$ cat src/rtl/i2c_decode_filt_if.sv
// Bundle of the raw I2C lines and the decoded bus events of the slave front-end.
// The master side drives the lines; the slave side is the decoder.
`timescale 1ns/1ps
interface i2c_decode_filt_if;
    logic       scl;
    logic       sda_in;
    logic       start_found;
    logic       stop_found;
    logic       rep_start;
    logic       bus_busy;
    logic [7:0] starting_byte;
    logic       byte_valid;
    logic       address_match;
    logic       gen_call;
    logic       rw_mode;

    modport master (
        output scl, sda_in,
        input  start_found, stop_found, rep_start, bus_busy, starting_byte,
               byte_valid, address_match, gen_call, rw_mode
    );

    modport slave (
        input  scl, sda_in,
        output start_found, stop_found, rep_start, bus_busy, starting_byte,
               byte_valid, address_match, gen_call, rw_mode
    );
endinterface

$ cat src/rtl/i2c_decode_filt.sv
// I2C slave front-end: synchronises and glitch-filters SCL/SDA, detects START/STOP/
// repeated START and decodes the first byte after each START against the slave address.
`timescale 1ns/1ps
module i2c_decode_filt #(
    parameter int         SYNC_STAGES = 2,
    parameter int         FILTER_LEN  = 3,
    parameter logic [6:0] SLAVE_ADDR  = 7'h78,
    parameter logic [6:0] ADDR_MASK   = 7'h7F,
    parameter logic       GEN_CALL_EN = 1'b1
) (
    input logic              clk,
    input logic              rst,
    i2c_decode_filt_if.slave bus
);
    localparam int CW = $clog2(FILTER_LEN + 1);

    typedef enum logic [1:0] {
        IDLE = 2'd0,
        ADDR = 2'd1,
        DATA = 2'd2
    } state_t;

    logic [SYNC_STAGES-1:0] scl_sync_q, sda_sync_q;
    logic [CW-1:0]          scl_cnt_q, sda_cnt_q;
    logic                   scl_filt_q, sda_filt_q, scl_prev_q, sda_prev_q;
    logic                   scl_sync_s, sda_sync_s;

    state_t     state_q;
    logic [2:0] bit_cnt_q;
    logic [7:0] byte_q;
    logic       start_found_q, stop_found_q, rep_start_q, bus_busy_q;
    logic       byte_valid_q, address_match_q, gen_call_q, rw_mode_q;

    logic       start_s, stop_s, scl_rise_s;
    logic [7:0] byte_next_s;
    logic       addr_hit_s, gen_call_s;

    assign scl_sync_s = scl_sync_q[SYNC_STAGES-1];
    assign sda_sync_s = sda_sync_q[SYNC_STAGES-1];

    // Synchronise both lines, then let the filtered copy follow only after FILTER_LEN stable clocks
    always_ff @(posedge clk or posedge rst) begin
        if (rst) begin
            scl_sync_q <= '1;
            sda_sync_q <= '1;
            scl_filt_q <= 1'b1;
            sda_filt_q <= 1'b1;
            scl_prev_q <= 1'b1;
            sda_prev_q <= 1'b1;
            scl_cnt_q  <= '0;
            sda_cnt_q  <= '0;
        end else begin
            scl_sync_q <= {scl_sync_q[SYNC_STAGES-2:0], bus.scl};
            sda_sync_q <= {sda_sync_q[SYNC_STAGES-2:0], bus.sda_in};
            scl_prev_q <= scl_filt_q;
            sda_prev_q <= sda_filt_q;
            if (scl_sync_s == scl_filt_q) begin
                scl_cnt_q <= '0;
            end else if (scl_cnt_q == CW'(FILTER_LEN - 1)) begin
                scl_filt_q <= scl_sync_s;
                scl_cnt_q  <= '0;
            end else begin
                scl_cnt_q <= scl_cnt_q + CW'(1);
            end
            if (sda_sync_s == sda_filt_q) begin
                sda_cnt_q <= '0;
            end else if (sda_cnt_q == CW'(FILTER_LEN - 1)) begin
                sda_filt_q <= sda_sync_s;
                sda_cnt_q  <= '0;
            end else begin
                sda_cnt_q <= sda_cnt_q + CW'(1);
            end
        end
    end

    // START and STOP need SCL high on both cycles, so neither can coincide with an SCL rise
    assign start_s     = scl_filt_q & scl_prev_q & sda_prev_q & ~sda_filt_q;
    assign stop_s      = scl_filt_q & scl_prev_q & ~sda_prev_q & sda_filt_q;
    assign scl_rise_s  = scl_filt_q & ~scl_prev_q;
    assign byte_next_s = {byte_q[6:0], sda_filt_q};
    assign addr_hit_s  = (((byte_next_s[7:1] ^ SLAVE_ADDR) & ADDR_MASK) == 7'h00);
    assign gen_call_s  = GEN_CALL_EN & (byte_next_s == 8'h00);

    // Bus-state FSM with first-byte capture and registered decode outputs
    always_ff @(posedge clk or posedge rst) begin
        if (rst) begin
            state_q         <= IDLE;
            bit_cnt_q       <= 3'd0;
            byte_q          <= 8'h00;
            start_found_q   <= 1'b0;
            stop_found_q    <= 1'b0;
            rep_start_q     <= 1'b0;
            bus_busy_q      <= 1'b0;
            byte_valid_q    <= 1'b0;
            address_match_q <= 1'b0;
            gen_call_q      <= 1'b0;
            rw_mode_q       <= 1'b0;
        end else begin
            start_found_q <= start_s;
            stop_found_q  <= stop_s;
            rep_start_q   <= 1'b0;
            byte_valid_q  <= 1'b0;
            if (start_s || stop_s) begin
                address_match_q <= 1'b0;
                gen_call_q      <= 1'b0;
                rw_mode_q       <= 1'b0;
            end
            case (state_q)
                IDLE: begin
                    if (start_s) begin
                        state_q    <= ADDR;
                        bit_cnt_q  <= 3'd0;
                        bus_busy_q <= 1'b1;
                    end
                end
                ADDR: begin
                    if (stop_s) begin
                        state_q    <= IDLE;
                        bus_busy_q <= 1'b0;
                    end else if (start_s) begin
                        bit_cnt_q   <= 3'd0;
                        rep_start_q <= 1'b1;
                    end else if (scl_rise_s) begin
                        byte_q <= byte_next_s;
                        if (bit_cnt_q == 3'd7) begin
                            state_q         <= DATA;
                            bit_cnt_q       <= 3'd0;
                            byte_valid_q    <= 1'b1;
                            address_match_q <= addr_hit_s | gen_call_s;
                            gen_call_q      <= gen_call_s;
                            rw_mode_q       <= byte_next_s[0];
                        end else begin
                            bit_cnt_q <= bit_cnt_q + 3'd1;
                        end
                    end
                end
                DATA: begin
                    if (stop_s) begin
                        state_q    <= IDLE;
                        bus_busy_q <= 1'b0;
                    end else if (start_s) begin
                        state_q     <= ADDR;
                        bit_cnt_q   <= 3'd0;
                        rep_start_q <= 1'b1;
                    end
                end
                default: begin
                    state_q    <= IDLE;
                    bus_busy_q <= 1'b0;
                end
            endcase
        end
    end

    assign bus.start_found   = start_found_q;
    assign bus.stop_found    = stop_found_q;
    assign bus.rep_start     = rep_start_q;
    assign bus.bus_busy      = bus_busy_q;
    assign bus.starting_byte = byte_q;
    assign bus.byte_valid    = byte_valid_q;
    assign bus.address_match = address_match_q;
    assign bus.gen_call      = gen_call_q;
    assign bus.rw_mode       = rw_mode_q;
endmodule

$ cat src/flat_wrapper.sv
// flat-port wrapper written by rule: the top's interface ports become plain ports
module i2c_decode_filt_flat 
#(
    parameter int         SYNC_STAGES = 2,
    parameter int         FILTER_LEN  = 3,
    parameter logic [6:0] SLAVE_ADDR  = 7'h78,
    parameter logic [6:0] ADDR_MASK   = 7'h7F,
    parameter logic       GEN_CALL_EN = 1'b1
)
  (clk, rst, bus_scl, bus_sda_in, bus_start_found, bus_stop_found, bus_rep_start, bus_bus_busy, bus_starting_byte, bus_byte_valid, bus_address_match, bus_gen_call, bus_rw_mode);
  i2c_decode_filt_if bus_i ();
  input logic clk;
  input logic rst;
  input wire logic [$bits(bus_i.scl)-1:0] bus_scl;
  input wire logic [$bits(bus_i.sda_in)-1:0] bus_sda_in;
  output wire logic [$bits(bus_i.start_found)-1:0] bus_start_found;
  output wire logic [$bits(bus_i.stop_found)-1:0] bus_stop_found;
  output wire logic [$bits(bus_i.rep_start)-1:0] bus_rep_start;
  output wire logic [$bits(bus_i.bus_busy)-1:0] bus_bus_busy;
  output wire logic [$bits(bus_i.starting_byte)-1:0] bus_starting_byte;
  output wire logic [$bits(bus_i.byte_valid)-1:0] bus_byte_valid;
  output wire logic [$bits(bus_i.address_match)-1:0] bus_address_match;
  output wire logic [$bits(bus_i.gen_call)-1:0] bus_gen_call;
  output wire logic [$bits(bus_i.rw_mode)-1:0] bus_rw_mode;
  assign bus_i.scl = bus_scl;
  assign bus_i.sda_in = bus_sda_in;
  assign bus_start_found = bus_i.start_found;
  assign bus_stop_found = bus_i.stop_found;
  assign bus_rep_start = bus_i.rep_start;
  assign bus_bus_busy = bus_i.bus_busy;
  assign bus_starting_byte = bus_i.starting_byte;
  assign bus_byte_valid = bus_i.byte_valid;
  assign bus_address_match = bus_i.address_match;
  assign bus_gen_call = bus_i.gen_call;
  assign bus_rw_mode = bus_i.rw_mode;
  i2c_decode_filt #(.SYNC_STAGES(SYNC_STAGES), .FILTER_LEN(FILTER_LEN), .SLAVE_ADDR(SLAVE_ADDR), .ADDR_MASK(ADDR_MASK), .GEN_CALL_EN(GEN_CALL_EN)) u_core (.clk(clk), .rst(rst), .bus(bus_i));
endmodule
$ cat config.mk
export PLATFORM = sky130hd
export DESIGN_NAME = i2c_decode_filt_flat
export DESIGN_NICKNAME = d
export VERILOG_FILES = /design/src/rtl/i2c_decode_filt_if.sv /design/src/rtl/i2c_decode_filt.sv /design/src/flat_wrapper.sv
export SDC_FILE = /design/constraint.sdc
export NUM_CORES = 1
export LEC_CHECK = 0
export BUFFER_PORTS_ARGS = -buffer_cell sky130_fd_sc_hd__buf_2
export CORE_ASPECT_RATIO = 0.5
export CORE_MARGIN = 4
export CORE_UTILIZATION = 45
export CTS_CLUSTER_SIZE = 24
export DETAILED_ROUTE_END_ITERATION = 8
export PLACE_DENSITY = 0.76
export SYNTH_ARGS = -nofsm -noshare
export SYNTH_HDL_FRONTEND = slang
export SYNTH_SLANG_ARGS = --single-unit
export TNS_END_PERCENT = 100
$ cat constraint.sdc
create_clock -name clk -period 1.8 [get_ports clk]
set_input_delay 0.18 -clock clk [delete_from_list [all_inputs] [get_ports clk]]
set_output_delay 0.18 -clock clk [all_outputs]
set_load 0.1 [all_outputs]
======== Yosys cells after proc, flatten, opt, wreduce, memory -nomap -nowiden ========
Cells that the tools add are included.
operators by class
  add/subtract/negate cells ............... 3
  equal/unequal tests ..................... 15
  multiplexer cells ....................... 47
  bitwise logic cells ..................... 15
  reduce and logical (&&, ||, !) cells .... 12
operators with widths
  kind                   count
  $mux W1                28
  $mux W2                10
  $mux W3                6
  $ne A3 B1 Y1 const B   3
  $pmux W3 S3            1
  $logic_not A8 Y1       1
  $reduce_and A4 Y1      2
  $logic_not A7 Y1       1
  $not A1 Y1             7
  $and A1 B1 Y1          6
  $eq A2 B2 Y1 const B   3
  $pmux W2 S3            1
  $reduce_and A2 Y1      3
  $add A2 B1 Y2 const B  2
  $ne A2 B1 Y1 const B   2
  $ne A2 B2 Y1 const B   2
  $not A4 Y4             1
  $add A3 B1 Y3 const B  1
  $eq A3 B3 Y1 const B   1
  $ne A3 B3 Y1 const B   1
  $reduce_and A3 Y1      1
  $reduce_bool A3 Y1     1
  $eq A1 B1 Y1           2
  $eq A2 B1 Y1 const B   1
  other kinds (5)        5
word-level totals
  flip-flop bits (word level) ............. 33
  bits of input ports ..................... 4
  output and inout bits ................... 16
  word-level logic and storage cells ...... 111

======== Logic depth before layout (Yosys ltp) ========
Gate-level depths: netlist of run 1.
  depth in word-level cells ............... 10
  gate-level depth with buffers ........... 7
  gate-level depth less buffers ........... 6

======== Worst setup path after synthesis of run 1 ========
No wires, ideal clock.
  path kind ............................... register -> register
  start ................................... reg u_core.byte_q[3], in the netlist u_core.bus.starting_byte[3]
  end ..................................... reg u_core.address_match_q, in the netlist u_core.bus.address_match
  library setup time ...................... 83 ps
  arrival time ............................ 1405 ps
  path slack .............................. 312 ps
  stages on the path, launching flop included .. 4
  period minus slack after synthesis ...... 1488 ps
  cell sequence ........................... dfrtp_1 > and4_1 > a21oi_1 > o22ai_1
on the way
  longest elaborated chain between the ends .. 8
ends and longest elaborated chain
  element                 line                    RTL
  from (decl)             i2c_decode_filt.sv:30   logic [7:0] byte_q;
  from (signal assigned)  i2c_decode_filt.sv:124  byte_q <= byte_next_s;
  $not A4 Y4 (no line)    -
  $logic_not A7 Y1        i2c_decode_filt.sv:81   assign addr_hit_s = (((byte_next_s[7:1] ^ SLAVE_ADDR) & ADDR_MASK) == 7'h00);
  $or A1 B1 Y1 *          i2c_decode_filt.sv:129  address_match_q <= addr_hit_s | gen_call_s;
  $mux W1 *               i2c_decode_filt.sv:125  if (bit_cnt_q == 3'd7) begin
  $mux W1 *               i2c_decode_filt.sv:123  end else if (scl_rise_s) begin
  $mux W1 *               i2c_decode_filt.sv:120  end else if (start_s) begin
  $mux W1 *               i2c_decode_filt.sv:117  if (stop_s) begin
  $mux W1 *               i2c_decode_filt.sv:108  case (state_q)
  to (signal assigned)    i2c_decode_filt.sv:129
  to (decl)               i2c_decode_filt.sv:32   logic byte_valid_q, address_match_q, gen_call_q, rw_mode_q;
Mark *: on every way between the ends. The rest lies on a longest branch, timed or not.
A chain may end at the register's enable or synchronous reset.

======== Worst setup path in the final report of run 1 ========
  start ................................... reg u_core.state_q[1]
  end ..................................... reg u_core.byte_q[5], in the netlist u_core.bus.starting_byte[5]
on the way
  longest elaborated chain between the ends .. 2
ends and longest elaborated chain
  element                      line                    RTL
  from (decl)                  i2c_decode_filt.sv:28   state_t state_q;
  from (signal assigned)       i2c_decode_filt.sv:87   state_q <= IDLE;
  from (signal assigned)       i2c_decode_filt.sv:111  state_q <= ADDR;
  from (signal assigned)       i2c_decode_filt.sv:118  state_q <= IDLE;
  $eq A2 B1 Y1                 i2c_decode_filt.sv:108
  $reduce_and A4 Y1 (no line)  -
Every way passes these cells.

==> results of run 1 <==
==> layer usage <==
layer  GRT usage, %  share of wire (%)  vias up
li1               -                  -      461
met4           6.60                1.6        0
met5              0                  0        -
met3           4.62                4.0        4
met2           22.5                 49       15
met1           15.7                 46      472
==> final timing paths <==
path                                       from                           to  slack [ps]  depth (start not counted)
setup / recovery              u_core.state_q[1]  u_core.bus.starting_byte[5]         190                          5
hold / removal             u_core.scl_sync_q[0]         u_core.scl_sync_q[1]         360                          0
setup reg to reg              u_core.state_q[1]  u_core.bus.starting_byte[5]         190                          5
hold reg to reg            u_core.scl_sync_q[0]         u_core.scl_sync_q[1]         360                          0
max in group asynchronous                   rst         u_core.scl_sync_q[1]         950                          4
min in group asynchronous                   rst          u_core.sda_cnt_q[1]         520                          4
==> cell families after synthesis <==
logic type	share of synthesized area (%)
xor gates and xnor gates	1.72
AOI/OAI and AO/OA	6.39
buffers and inverters	4.67
adders and majority gates	4.92
and+or+nand+nor	17.9
muxes	9.59
DFF	54.8
==> where the power goes <==
group / internal [W] / total [W] / switching (W)
clock network: 0.000414 / 0.000705 / 0.000291
registers: 0.000953 / 0.00120 / 0.000246
logic: 0.000364 / 0.00104 / 0.000678
==> state kept, by name, indices dropped and copies added (netlist names), 2 cells and up <==
register and flops:
u_core.bus.starting_byte 8, u_core.bit_cnt_q 3, u_core.scl_cnt_q 2, u_core.scl_sync_q 2, u_core.sda_cnt_q 2, u_core.sda_sync_q 2
u_core.state_q 2
==> cells in the final DEF, fill, tap and decap left out, drive strengths merged, types with 2 or more instances in the layout <==
cell	count
and2	2
nor3	3
mux2	12
clkbuf	5
o22ai	2
nand2	9
nand4b	3
nor3b	2
o21ai	2
dfrtp	25
dlygate4sd3	3
xnor2	3
buf	21
a21oi	5
dfstp	8
inv	9
nor2b	3
nand2b	2
nand3b	4
ha	6
==> layout make-up <==
type	instances	area [µm²]
fillers	268	1320
flip-flops and latches	33	836
multi-input cells	71	619
repair buffers	24	140
clock buffers	5	68.8
well taps	40	50.0
clock inverters	3	46.3
inverters	9	33.8
==> what timing repair did <==
item	in CTS	in global routing
hold buffers	3	0
endpoints found under the setup margin	0	0
hold endpoints to repair	27	0
==> metrics by stage <==
stage	power (W)	area, µm²	cells	hold WS, ps
floorplan	0.00211	1530	117	184
detailed placement	0.00225	1650	174	285
global route	0.00311	1790	185	363
CTS	0.00297	1790	185	361
global placement	0.00222	1650	174	279
finish	0.00295	1790	185	359
==> worst max-delay path: stages (launching register included) <==
cell      delay [ps]
dfrtp_1          410
inv_1            110
ha_1             290
buf_4            190
nand3b_4         140
mux2_1           350
==> summary.md, run 1 <==
| Metric | Value |
|---|---|
| Mapped Nets | `127` |
| Synth unique cells | `38` |
| DR pass1 iterations | `4` |
| Startpoint types | `flop` |
| Syn_area_per_cell | `13.0 µm²` |
| Total GRT Usage | `13.5%` |
| I/O pin count | `20` |
| Clk root buf | `clkbuf_8` |
| Area leader, netlist | `dfrtp_1` |
| Count of pins over their slew limit | `0` |
| Clock slew at the register clock pins of the worst setup and hold paths | `70 ps` |
| Area of the core | `0.00312 mm²` |
| Via/cell ratio | `5.15` |
| FP Rows | `14` |
| Number of synthesized register bits | `33` |
| RePlAce Congestion | `0.717` |
| Setup ws final | `between 150 and 200 ps` |
| Drc violations | `0` |
| Synth area leaders | `dfrtp_1, dfstp_2, ha_1` |
| # clock sinks | `33` |
| Area of the mapped netlist | `0.00153 mm²` |
| Area Growth Syn to Fin | `17.5%` |
| Synth Warn # | `0` |
| RSZ-0062 raised after global routing | `no` |
| WL/cell | `13.9 µm` |
| Share of layout cells above drive strength 1 | `a little over a third` |
| Cells after Synth | `117` |
| Leak pwr | `0.909 nW` |
| Most frequent cell after synthesis | `dfrtp_1` |
| Crit-path max FO | `9` |
| Die width | `90.4 µm` |
| Post-synth top flop | `dfrtp_1` |
| Clock Path Buffers | `2` |
| Setup TNS | `0 ps` |
| Final Cycle Share | `89.5%` |
| H-tree depth | `2` |
| Peak supply drop | `1.11 mV` |
| # port buffers | `19` |
| Final core occ | `57.5%` |
| First-pass GRT wire length | `4.69 mm` |
| Vias in the first global route | `1025` |
| Final #Nets | `154` |
| ANT cells | `0` |
| Final Critical Period | `~1600 ps` |
| CTS tree | `built` |
| Die ar. | `0.00444 mm²` |
| Worst slew pin tran | `~490 ps` |
| Critical path capture point type | `flop` |
| Worst slack, placed | `190 ps` |
| Max_cap viols | `0` |
| Drt initial violations | `54` |
| Die H | `49.2 µm` |
| Hold Vio Cnt, Final | `0` |
| CTS resizes | `0` |
| Power Density | `1640 mW/mm²` |
| Status | `completed` |
| Post-synth EDFFs | `0` |
| Initial Utilization | `49.0%` |
| HP Class | `reg -> reg` |
| Num CTS Buffers | `5` |
| Achievable Freq | `~620 MHz` |
| Worst endpoint data arrival time | `about 1800 ps` |
| Initial antenna violation count | `0` |
| Hpwl dp | `1.81 mm` |
| Setup CP Type | `reg -> reg` |
| Post-DRT Antenna Nets | `0` |
| Post-CTS Setup Bufs | `0` |
| Final setup violation count | `0` |
| Asr flop ratio synth | `between 90% and 100%` |
| Vias | `952` |
| Clock Latency Late Sink | `280 ps` |
| Slew headroom | `around 67%` |
| Sequential area share after synthesis | `54.8%` |
| Largest net degree at the start of global routing | `34` |
| Post-synth top cells | `dfrtp_1, nand2_1, dfstp_2` |
| Final setup skew | `2.47 ps` |
| CP required | `between 1500 and 2000 ps` |
| Grt total ovfl | `0` |
| Top-area cell type share of the netlist area | `41.0%` |
| Final WL | `2.57 mm` |
No activity file was read; power rests on OpenSTA's default activity.
==> run 2: changes to the inputs <==
--- a/config.mk
+++ b/config.mk
@@ -5,6 +5,7 @@
 export SDC_FILE = /design/constraint.sdc
 export NUM_CORES = 1
 export LEC_CHECK = 0
+export ABC_AREA = 1
 export BUFFER_PORTS_ARGS = -buffer_cell sky130_fd_sc_hd__buf_2
 export CORE_ASPECT_RATIO = 0.5
 export CORE_MARGIN = 4
==> summary.md, run 2 <==
| Metric | Value |
|---|---|
| Status | `completed (unchanged)` |
| RSZ-0062 raised after global routing | `no (unchanged)` |
| Total GRT Usage | `14.0% (was 13.5%)` |
| Worst endpoint data arrival time | `1640 ps (was 1780 ps)` |
| Delay-heaviest family, CP | `adder cells (was flip-flops)` |
| Power Density | `1640 mW/mm² (about the same)` |
| DR WL met2 | `1.27 mm (was 1.25 mm)` |
| Routed met3 length | `116 µm (was 102 µm)` |
| Post-synth top cells | `nand2_1, dfrtp_1, inv_1 (was dfrtp_1, nand2_1, dfstp_2)` |
| Placed instance count | `210 (was 174)` |
| Synth area leaders | `dfrtp_1, dfstp_2, nand2_1 (was dfrtp_1, dfstp_2, ha_1)` |
| Area of the mapped netlist | `0.00148 mm² (was 0.00153 mm²)` |
| Drc violations | `0 (unchanged)` |
| Final setup violation count | `0 (unchanged)` |
| Sequential area share after synthesis | `56.5% (was 54.8%)` |
| Total of fill cells in the finished design | `274 (was 268)` |
| Setup TNS | `0 ps (unchanged)` |
| Final Critical Period | `1430 ps (was 1610 ps)` |
| Share of layout cells above drive strength 1 | `29.3% (was 35.9%)` |
| Vias in the first global route | `1021 (was 1025)` |
| RePlAce Congestion | `0.762 (was 0.717)` |
| Slew headroom | `67.5% (was 67.3%)` |
| Clock Path Buffers | `2 (unchanged)` |
| First-pass GRT wire length | `4.73 mm (was 4.69 mm)` |
| I/O pin count | `20 (unchanged)` |
| Register Area | `836 µm² (unchanged)` |
| CTS resizes | `0 (unchanged)` |
| Max layer used | `met3 (was met4)` |
| Asr flop ratio synth | `100% (unchanged)` |
| Grt total ovfl | `0 (unchanged)` |
| Largest register FFs | `8 (unchanged)` |
| WL/cell | `11.9 µm (was 13.9 µm)` |
| Num CTS Buffers | `5 (unchanged)` |
| Die width | `89.1 µm (was 90.4 µm)` |
| ANT cells | `0 (unchanged)` |
| Die H | `48.6 µm (was 49.2 µm)` |
| Area Growth Syn to Fin | `17.3% (was 17.5%)` |
| Vias | `1066 (was 952)` |
| # port buffers | `19 (unchanged)` |
| Cells after Synth | `151 (was 117)` |
| Largest net degree at the start of global routing | `34 (unchanged)` |
| Most frequent cell after synthesis | `nand2_1 (was dfrtp_1)` |
| CTS tree | `built (unchanged)` |
| Peak supply drop | `1.01 mV (was 1.11 mV)` |
| Synth Warn # | `0 (unchanged)` |
| Startpoint types | `flop (unchanged)` |
| Buffers and inverters on the worst path | `1 (was 2)` |
| Syn_area_per_cell | `9.80 µm² (was 13.0 µm²)` |
| Worst slew pin tran | `490 ps (was 494 ps)` |
| Top-area cell type share of the netlist area | `42.3% (was 41.0%)` |
| DR pass1 iterations | `4 (unchanged)` |
| Area leader, netlist | `dfrtp_1 (unchanged)` |
| Met1 wire length | `1.24 mm (was 1.18 mm)` |
| Initial antenna violation count | `0 (unchanged)` |
| Fin cells | `221 (was 185)` |
| Hpwl dp | `1.93 mm (was 1.81 mm)` |
| Achievable Freq | `698 MHz (was 621 MHz)` |
| Post-synth EDFFs | `0 (unchanged)` |
| Critical path capture point type | `flop (unchanged)` |
| Area of the core | `0.00308 mm² (was 0.00312 mm²)` |
| Initial Utilization | `48.0% (was 49.0%)` |
| Leak pwr | `0.922 nW (was 0.909 nW)` |
| Max_cap viols | `0 (unchanged)` |
| Clock slew at the register clock pins of the worst setup and hold paths | `70 ps (about the same)` |
| Area of the multi-input gates | `536 µm² (was 619 µm²)` |
| Final setup skew | `5.96 ps (was 2.47 ps)` |
| Via/cell ratio | `4.82 (was 5.15)` |
| FP Rows | `14 (unchanged)` |
| # clock sinks | `33 (unchanged)` |
| Count of pins over their slew limit | `0 (unchanged)` |
| Mapped Nets | `161 (was 127)` |
| Hold Buf Count CTS | `3 (unchanged)` |
| Final WL | `2.63 mm (was 2.57 mm)` |
| Die ar. | `0.00433 mm² (was 0.00444 mm²)` |
| Clock Latency Late Sink | `280 ps (about the same)` |
| Hold Vio Cnt, Final | `0 (unchanged)` |
| Commonest non-fill, non-tap cells in the layout | `nand2_1, dfrtp_1, buf_2 (was dfrtp_1, buf_2, nand2_1)` |
| Setup CP Type | `reg -> reg (unchanged)` |
| Slowest-stage cell, CP | `dfrtp_1 (unchanged)` |
| Crit-path max FO | `4 (was 9)` |
| H-tree depth | `2 (unchanged)` |
| Clk root buf | `clkbuf_8 (unchanged)` |
| Post-CTS Setup Bufs | `0 (unchanged)` |
| HP Class | `reg -> reg (unchanged)` |
| Synth unique cells | `27 (was 38)` |
| CP peak stage delay | `400 ps (was 410 ps)` |
| Commonest non-fill, non-tap cell in the layout | `nand2_1 (was dfrtp_1)` |
| Final #Nets | `190 (was 154)` |
| Worst-path cell chain | `ha_1 -> ha_1 -> inv_1 -> nand2_1 -> nor2_1 -> nand2_1 -> o21ai_1 (was inv_1 -> ha_1 -> buf_4 -> nand3b_4 -> mux2_1)` |
| Drt initial violations | `49 (was 54)` |
| Post-DRT Antenna Nets | `0 (unchanged)` |
| CP required | `2010 ps (was 1970 ps)` |
| Final Cycle Share | `79.6% (was 89.5%)` |
| Post-synth top flop | `dfrtp_1 (unchanged)` |
| Number of synthesized register bits | `33 (unchanged)` |
-- run 2: changes by cell type after synthesis, moves of 4 or more --
cell,previous run,this run
a21oi_1,4,0
inv_1,7,18
mux2_1,5,0
mux2_2,4,0
nand2_1,9,32
nor2_1,1,11
o21ai_1,0,12
-- run 2: layer usage --
metal	GRT usage, %	vias to the layer above
li1	-	540
met1	18.9	505
met2	21.0	21
met3	5.25	0
met4	3.96	0
met5	0	-
-- run 2: cells by family after synthesis --
kind of cell / count (synthesis) / share of synthesized area, %
AOI/OAI and AO/OA: 21 / 8.71
xor gates and xnor gates: 2 / 1.18
adders and majority gates: 6 / 5.07
buffers and inverters: 26 / 7.35
DFF: 33 / 56.5
and+or+nand+nor: 63 / 21.2
-- run 2: final timing paths --
check	slack, ps	depth (start not counted)	end	from
max	370	7	u_core.bit_cnt_q[0]	u_core.bit_cnt_q[0]
min	350	0	u_core.sda_sync_q[1]	u_core.sda_sync_q[0]
max reg2reg	370	7	u_core.bit_cnt_q[0]	u_core.bit_cnt_q[0]
min reg2reg	350	0	u_core.sda_sync_q[1]	u_core.sda_sync_q[0]
max in group asynchronous	950	4	u_core.sda_prev_q	rst
min in group asynchronous	530	4	u_core.bus.starting_byte[0]	rst
-- run 2: cell type report --
type	count	share of cell area, %
inverter	24	5.33
clock buffer	6	4.18
tap	40	2.88
multi-input combinational	92	30.8
timing repair buffer	24	8.07
sequential	33	48.1
clock inverter	2	0.576
-- run 2: power breakdown --
part           total (W)  switching (W)  internal, W
combinational    0.00121       0.000921     0.000292
sequential       0.00110       0.000150     0.000954
clock           0.000532       0.000264     0.000268
total            0.00285        0.00133      0.00151
-- run 2: stage by stage --
| step | setup WS [ps] | hold slack [ps] | cell area, µm² | util (%) | power (W) |
|---|---|---|---|---|---|
| floorplan | 281 | 184 | 1480 | - | 0.00211 |
| global placement | 408 | 281 | 1620 | 52.7 | 0.00229 |
| detailed placement | 381 | 286 | 1620 | 52.7 | 0.00233 |
| CTS | 365 | 352 | 1740 | 56.3 | 0.00286 |
| global route | 226 | 349 | 1740 | 56.3 | 0.00304 |
| finish | 367 | 349 | 1740 | 56.3 | 0.00285 |
